[src/rtl/ff_frame_packer.sv]
// Serial-to-frame packer: accumulates IN_W-bit beats into PAYLOAD_BITS frames tagged with an ID,
// buffered in an NBUF-deep ring. Define FRAMEID_COUNT_EN to source IDs from an internal counter.
module ff_frame_packer #(
    parameter int unsigned IN_W         = 1,
    parameter int unsigned PAYLOAD_BITS = 625,
    parameter int unsigned NBUF         = 2,
    parameter int unsigned ID_W         = 24
) (
    input  logic                           ff_clk,
    input  logic                           reset,
    input  logic                           ff_en,
    input  logic                           start,
    input  logic [IN_W-1:0]                ff_data,
    input  logic [ID_W-1:0]                frameid_in,
    input  logic                           rd_ack,
    output logic                           rd_valid,
    output logic [ID_W+PAYLOAD_BITS-1:0]   rd_data,
    output logic [2:0]                     fill_level,
    output logic                           overflow,
    output logic                           busy
);

    localparam int unsigned FRAME_W = ID_W + PAYLOAD_BITS;
    localparam int unsigned CNT_W   = $clog2(PAYLOAD_BITS + 1);
    localparam int unsigned PTR_W   = (NBUF > 2) ? 2 : 1;
    localparam logic [CNT_W-1:0] CNT_LAST = CNT_W'(PAYLOAD_BITS - IN_W);
    localparam logic [PTR_W-1:0] PTR_MAX  = PTR_W'(NBUF - 1);
    localparam logic [2:0]       FILL_MAX = 3'(NBUF);

    logic [PAYLOAD_BITS-1:0]      acc_payload;
    logic [ID_W-1:0]              acc_id;
    logic [CNT_W-1:0]             bit_cnt;
    logic [PTR_W-1:0]             wr_ptr;
    logic [PTR_W-1:0]             rd_ptr;
    logic [FRAME_W-1:0]           mem [NBUF];

    logic                         beat_c;
    logic [PAYLOAD_BITS+IN_W-1:0] shift_c;
    logic [PAYLOAD_BITS-1:0]      acc_next_c;
    logic                         frame_done_c;
    logic [ID_W-1:0]              id_src_c;
    logic [ID_W-1:0]              frame_id_c;
    logic [FRAME_W-1:0]           wr_frame_c;
    logic                         pop_c;
    logic                         full_c;
    logic                         push_c;
    logic                         drop_c;
    logic [2:0]                   fill_next_c;
    logic [PTR_W-1:0]             rd_ptr_next_c;
    logic [PTR_W-1:0]             wr_ptr_next_c;
    logic [CNT_W-1:0]             bit_cnt_next_c;
    logic [FRAME_W-1:0]           rd_data_next_c;

    function automatic logic [PTR_W-1:0] ptr_inc(input logic [PTR_W-1:0] p);
        return (p == PTR_MAX) ? '0 : p + PTR_W'(1);
    endfunction

`ifdef FRAMEID_COUNT_EN
    logic [ID_W-1:0] id_cnt;
    logic            unused_frameid;

    assign unused_frameid = ^frameid_in;
    assign id_src_c       = id_cnt;

    // Advances on every completed frame, dropped ones included
    always_ff @(posedge ff_clk) begin
        if (reset) begin
            id_cnt <= '0;
        end else if (frame_done_c) begin
            id_cnt <= id_cnt + ID_W'(1);
        end
    end
`else
    assign id_src_c = frameid_in;
`endif

    // Beat decode, frame completion and ring bookkeeping
    always_comb begin
        beat_c         = ff_en & start;
        shift_c        = {ff_data, acc_payload};
        acc_next_c     = shift_c[PAYLOAD_BITS+IN_W-1:IN_W];
        frame_done_c   = beat_c && (bit_cnt == CNT_LAST);
        frame_id_c     = (bit_cnt == '0) ? id_src_c : acc_id;
        wr_frame_c     = {acc_next_c, frame_id_c};
        pop_c          = rd_ack && (fill_level != 3'd0);
        full_c         = (fill_level == FILL_MAX);
        push_c         = frame_done_c && (!full_c || pop_c);
        drop_c         = frame_done_c && full_c && !pop_c;

        fill_next_c    = fill_level;
        if (push_c && !pop_c) begin
            fill_next_c = fill_level + 3'd1;
        end else if (pop_c && !push_c) begin
            fill_next_c = fill_level - 3'd1;
        end

        rd_ptr_next_c  = pop_c  ? ptr_inc(rd_ptr) : rd_ptr;
        wr_ptr_next_c  = push_c ? ptr_inc(wr_ptr) : wr_ptr;

        bit_cnt_next_c = bit_cnt;
        if (beat_c) begin
            bit_cnt_next_c = frame_done_c ? '0 : bit_cnt + CNT_W'(IN_W);
        end

        // New head of the ring may be the frame being written this cycle
        if (push_c && (wr_ptr == rd_ptr_next_c)) begin
            rd_data_next_c = wr_frame_c;
        end else begin
            rd_data_next_c = mem[rd_ptr_next_c];
        end
    end

    // Control state and registered outputs
    always_ff @(posedge ff_clk) begin
        if (reset) begin
            bit_cnt    <= '0;
            wr_ptr     <= '0;
            rd_ptr     <= '0;
            fill_level <= 3'd0;
            rd_valid   <= 1'b0;
            overflow   <= 1'b0;
            busy       <= 1'b0;
            rd_data    <= '0;
        end else begin
            bit_cnt    <= bit_cnt_next_c;
            wr_ptr     <= wr_ptr_next_c;
            rd_ptr     <= rd_ptr_next_c;
            fill_level <= fill_next_c;
            rd_valid   <= (fill_next_c != 3'd0);
            busy       <= (bit_cnt_next_c != '0);
            if (drop_c) begin
                overflow <= 1'b1;
            end
            if (fill_next_c != 3'd0) begin
                rd_data <= rd_data_next_c;
            end
        end
    end

    // Datapath storage; validity is tracked by the pointers and fill level
    always_ff @(posedge ff_clk) begin
        if (beat_c) begin
            acc_payload <= acc_next_c;
            if (bit_cnt == '0) begin
                acc_id <= id_src_c;
            end
        end
        if (push_c && !reset) begin
            mem[wr_ptr] <= wr_frame_c;
        end
    end

endmodule

[config.mk]
export PLATFORM = sky130hd
export DESIGN_NAME = ff_frame_packer
export DESIGN_NICKNAME = d
export VERILOG_FILES = /design/src/rtl/ff_frame_packer.sv
export SDC_FILE = /design/constraint.sdc
export NUM_CORES = 2
export LEC_CHECK = 0
export BUFFER_PORTS_ARGS = -buffer_cell sky130_fd_sc_hd__buf_4
export CAP_MARGIN = 20
export CORE_MARGIN = 2
export CORE_UTILIZATION = 48
export CTS_BUF_LIST = sky130_fd_sc_hd__clkbuf_4 sky130_fd_sc_hd__clkbuf_8
export CTS_CLUSTER_DIAMETER = 120
export DETAILED_ROUTE_END_ITERATION = 7
export HOLD_SLACK_MARGIN = 0.12
export PLACE_DENSITY = 0.68
export SLEW_MARGIN = 20
export SYNTH_ARGS = -nofsm -noshare
export SYNTH_HDL_FRONTEND = slang
export SYNTH_SLANG_ARGS = --single-unit
export TNS_END_PERCENT = 1
[constraint.sdc]
create_clock -name ff_clk -period 213.5 [get_ports ff_clk]
set_clock_uncertainty 0.1 [all_clocks]
set_input_delay 21.35 -clock ff_clk [delete_from_list [all_inputs] [get_ports ff_clk]]
set_output_delay 21.35 -clock ff_clk [all_outputs]
set_load 0.005 [all_outputs]
### After elaboration in Yosys (flattened, before gate mapping)

Memory sizes are Yosys's and may differ from the RTL's. A register that Yosys moved wholly into a read port is not among the register bits.
Index checks and enable logic that the tools add are counted.

| cells by class | value |
|---|---|
| $add $sub $neg | 5 |
| eq/ne operators | 2 |
| mux-type cells | 10 |
| bitwise gates (word level) | 1 |
| reduce and logical (&&, ||, !) cells | 17 |

Operators with widths:

| operator | count |
|---|---|
| $mux W24 | 1 |
| $mux W10 | 2 |
| $add A10 B1 Y10 const B | 1 |
| $eq A10 B10 Y1 const B | 1 |
| $logic_not A10 Y1 | 1 |
| $reduce_bool A10 Y1 | 1 |
| $logic_and A1 B1 Y1 | 8 |
| $mux W3 | 2 |
| $reduce_bool A3 Y1 | 2 |
| $mux W1 | 5 |
| $logic_not A1 Y1 | 4 |
| $add A3 B1 Y3 const B | 1 |
| $eq A3 B2 Y1 const B | 1 |
| $sub A3 B1 Y3 const B | 1 |
| $add A1 B1 Y1 const B | 2 |
| $and A1 B1 Y1 | 1 |
| $logic_or A1 B1 Y1 | 1 |

| word-level totals | value |
|---|---|
| register bits | 667 |
| memory bits (writable) | 1298 |
| bits of input ports | 30 |
| memories | 1 |

Memories:

| memory | words | bits a word | rd ports | clocked after Yosys merged registers in | write ports | RTL line | source |
|---|---|---|---|---|---|---|---|
| mem | 2 | 649 | 1 | 1 | 1 | 35 | `logic [FRAME_W-1:0] mem [NBUF];` |

### Depth between registers and ports, before layout

| depth | value |
|---|---|
| depth after elaboration | 9 |
| gate-level depth with buffers | 13 |

### Least setup slack after synthesis

Ideal clock, no wire load.

| timing | value |
|---|---|
| kind | input -> register |
| start | input ff_en |
| end | memory mem[0][0] in the netlist's numbering (enable) |
| setup time | 3.247 ns |
| data arrival time | 90.787 ns |
| required time | 210.153 ns |
| setup slack | 119.367 ns |
| stages | 4 |
| cells stage by stage | nand2_1 > clkinv_1 > nand4_2 > nor4_1 |

| on the way | value |
|---|---|
| cells in the longest elaborated chain, start to end | 6 |

Ends and longest elaborated chain:

| element | RTL line | source |
|---|---|---|
| from (decl) | 11 | `input logic ff_en,` |
| $and A1 B1 Y1 | 79 | `beat_c = ff_en & start;` |
| $logic_and A1 B1 Y1 | 82 | `frame_done_c = beat_c && (bit_cnt == CNT_LAST);` |
| $logic_and A1 B1 Y1 | 87 | `push_c = frame_done_c && (!full_c \|\| pop_c);` |
| $logic_and A1 B1 Y1 | 148 | `if (push_c && !reset) begin` |
| $mux W1 | 148 |  |
| $mux W1 (not written as such) | 149 | `mem[wr_ptr] <= wr_frame_c;` |
| to (decl) | 35 |  |

No other way between the ends.

### Final worst setup path

| timing | value |
|---|---|
| start | input ff_en |
| end | register rd_data[234] (read register of mem) |

| on the way | value |
|---|---|
| cells in the longest elaborated chain, start to end | 8 |
| elaborated cells on any way between the ends | 9 |
| those cells by class | 2 x mux; 1 x bitwise; 6 x reduce/logical |

Ends and longest elaborated chain:

| element | RTL line | source |
|---|---|---|
| $and A1 B1 Y1 (*) | 79 |  |
| $logic_and A1 B1 Y1 (*) | 82 |  |
| $logic_and A1 B1 Y1 (*) | 87 |  |
| $logic_not A1 Y1 | 93 | `end else if (pop_c && !push_c) begin` |
| $logic_and A1 B1 Y1 | 93 |  |
| $mux W3 | 93 |  |
| $mux W3 (*) | 91 | `if (push_c && !pop_c) begin` |
| $reduce_bool A3 Y1 (*) | 134 | `if (fill_next_c != 3'd0) begin` |
| to (decl) | 17 | `output logic [ID_W+PAYLOAD_BITS-1:0] rd_data,` |

Mark *: on every way between the ends. The rest lies on a longest branch, timed or not.
A chain may end at the register's enable or synchronous reset.

==> reports/metrics.cfg <==
[finish]
drive_gt1_share_pct = 35.7
finish.instance_area_mm2 = 0.118
nNetsFinal = 7254
syn_to_final_growth_pct = 15.1
finalNonFillerCells = 10383
n_fill_cell = 16854

[setup_path]
r2r_end = rd_data[182]
cp-start-kind = primary input
worstPathArrival_ns = 27.18
r2r-start = fill_level[0]
critical_path.endpoint_type = flop
critPathMostFrequentCell = buf_4
crit_buf_inv = 6
cp_max_fo = 102
crit_required_ns = 214.38
regToRegSetupSlack_ns = 206.63
cp_top_family = buffers and inverters
slowest_stage = buf_4
criticalPathCategory = in -> reg
crit_chain = buf_4 > nand2_1 > inv_8 > nand4_2 > nor2_1 > o311a_4 > buf_4 > buf_4 > buf_4 > buf_4 > o31ai_1 > a21oi_1
worstRegToRegCells = 13
cpPeakStageDelay_ns = 0.89

[power]
power_frac_clock_pct = 28.3
internal_power_mw = 1.02
power.switching_mw = 0.539
combPwrFrac_pct = 31.7
max-vdd-ir-drop_mv = 0.0130
p_sw_share_pct = 34.5
power.density_mw_per_mm2 = 13.2
seqPwrFrac_pct = 40.0
p_leak_nw = 40.6
totalPowerFinal_mw = 1.56

[hold_path]
worstHoldPathType = reg -> reg
min_path_cells = 0
min_to = mem[0][531]
hp-start = acc_payload[508]

[die]
initial_core_util_pct = 48.3
rows = 169
die_area_mm2 = 0.217
core_area_mm2 = 0.212
die_w_um = 466
io_pins = 685
die_y_um = 466

[clocking]
clk_latency_ns = 1.09
cts_resized = 0
clock_path_buffers = 4
numCtsBuffers = 428
cts_root_buf = clkbuf_8
cts_setup_buffers = 0
postCtsHoldBufs = 0
cts_sinks = 2613
cts_tree = yes
clkTransAtPathRegs_ns = 0.06
cts_max_level = 5

[synth]
synth_top_area_cell = edfxtp_1
ys.flop_type = edfxtp_1
ys_types = 45
netlist.area_leader.share_pct = 57.0
postSynthCellCount = 6647
synth_edf_count = 1946
synthTopCellsByCount = edfxtp_1 (1,946), mux2_2 (1,176), dfxtp_1 (667), a21oi_1 (656), nand4_1 (654)
synth_nets = 6683
async_flop_share_pct = 0
synthTopCellsByArea = edfxtp_1 (57%), dfxtp_1 (13%), mux2_2 (13%), o31ai_1 (4.8%), nand4_1 (4.0%)
yosysSeqAreaShare_pct = 70.0
netlist_area_mm2 = 0.103
synth_warnings = 0
avgSynthCellArea_um2 = 15.4
ys_ff_latch = 2613
synth.most_common_cell = edfxtp_1

[placement]
numPortBuffers = 684
dp.cells = 9608
preCtsSetupSlack_ns = 186.00
placed_cell_area_mm2 = 0.109
dp_hpwl_mm = 138
gp_congestion = 0.819

[timing]
slew_headroom_pct = 21.9
min_period_ns = 26.30
setup_tns_ns = 0
drv_slew = 0
hold_viol = 0
fin_ws_ns = 187.20
setup_viol = 0
fmax_mhz = 38.0
tightest_slew_ns = 1.17
fin_crit_sh_pct = 12.3
rsz0062_at_grt = false

[drt]
final_antenna_net_count = 0
vias_per_cell = 5.94
drcViolationCount = 0
drtIter0Drc = 5791
drt-pass1-iter-count = 6
vias = 61647
routed_wl_mm = 246
wl_per_cell_um = 23.7

[grt]
antenna_found_initial = 1
grt_pass1_vias = 59690
grt-ovfl-total = 0
grt_pass1_wl_mm = 371
grt_use_total_pct = 21.7
grt_max_degree = 190

[status]
status = completed

[run]
cap_violations = 0

==> layout make-up <==
| cell class | instances | area, um^2 | share of cell area, % |
|---|---|---|---|
| diodes | 1 | 2.50 | 0.00212 |
| repair buffers | 797 | 6110 | 5.18 |
| clock buffers | 650 | 7900 | 6.69 |
| flip-flops and latches | 2613 | 71800 | 60.8 |
| inverters | 7 | 33.8 | 0.0286 |
| multi-input cells | 3371 | 27900 | 23.6 |
| clock inverters | 123 | 820 | 0.694 |
| well taps | 2821 | 3530 | 2.99 |
==> layer usage <==
layer,GRT usage [%],vias to the layer above,part of all wire (%)
met5,0,-,0
met4,7.81,0,3.1
met3,4.10,409,6.6
met2,33.5,2327,47
met1,30.7,31344,43
li1,-,27567,-
==> worst register-to-register path, stage by stage, from the launching register on <==
cell     delay [ns]
dfxtp_1        0.58
inv_1          0.25
ha_1           0.26
ha_1           0.18
nor2b_1        0.62
a21oi_1        0.25
a21oi_1        0.36
o32a_2         0.66
buf_4          0.84
buf_4          0.68
buf_4          0.71
buf_6          0.76
nand4_1        0.34
a21oi_1        0.17
==> cells by family (layout without fill, tap and decap cells) <==
kind of cell / after synthesis / in the layout / synth area share, %
fa+ha+maj: 6 / 6 / 0.0732
compound gates: 1319 / 1319 / 8.06
xor+xnor: 14 / 14 / 0.159
simple gates: 709 / 709 / 4.27
other cells: 0 / 1 / 0
mux: 1323 / 1323 / 14.5
buf+inv: 663 / 1577 / 2.90
flops: 2613 / 2613 / 70.0
==> flip-flops by register name, indices dropped and copies added, names as in the netlist <==
signal	flops
bit_cnt	10
rd_ptr	1
acc_payload	624
busy	1
wr_ptr	1
acc_id	24
mem	1298
rd_data	649
fill_level	3
rd_valid	1
overflow	1
==> metrics by stage <==
stage,hold slack [ns],utilization [%]
after global placement,0.355,51.5
after floorplan,0.341,-
after global routing,0.345,55.6
after CTS,0.328,55.6
after detailed placement,0.359,51.5
final,0.318,55.6
==> power by group through the flow <==
stage	Combinational, mW	Sequential (mW)	Clock (mW)
after floorplan	0.330	0.625	0
after global placement	0.486	0.633	0
after detailed placement	0.492	0.633	0
after CTS	0.494	0.624	0.452
after global routing	0.530	0.628	0.475
final	0.495	0.625	0.442
==> how the worst max path moves through the flow <==
stage / slack (ns) / cells past startpoint / end / from
after floorplan: 119.37 / 4 / mem[0][0] / ff_en
after global placement: 186.19 / 12 / rd_data[332] / ff_en
after detailed placement: 186.00 / 12 / rd_data[513] / ff_en
after CTS: 187.25 / 12 / rd_data[236] / ff_en
after global routing: 186.97 / 12 / rd_data[504] / ff_en
final: 187.20 / 12 / rd_data[234] / ff_en
==> cells in the final DEF (no fill, tap or decap), drive strengths merged, types with 12 or more instances in the layout <==
master / instances
clkbuf: 650
mux2: 1322
nand4: 655
o31ai: 649
clkinv: 105
dfxtp: 667
nor2: 27
a21oi: 656
buf: 797
inv: 12
edfxtp: 1946
No activity file was read; power rests on OpenSTA's default activity.
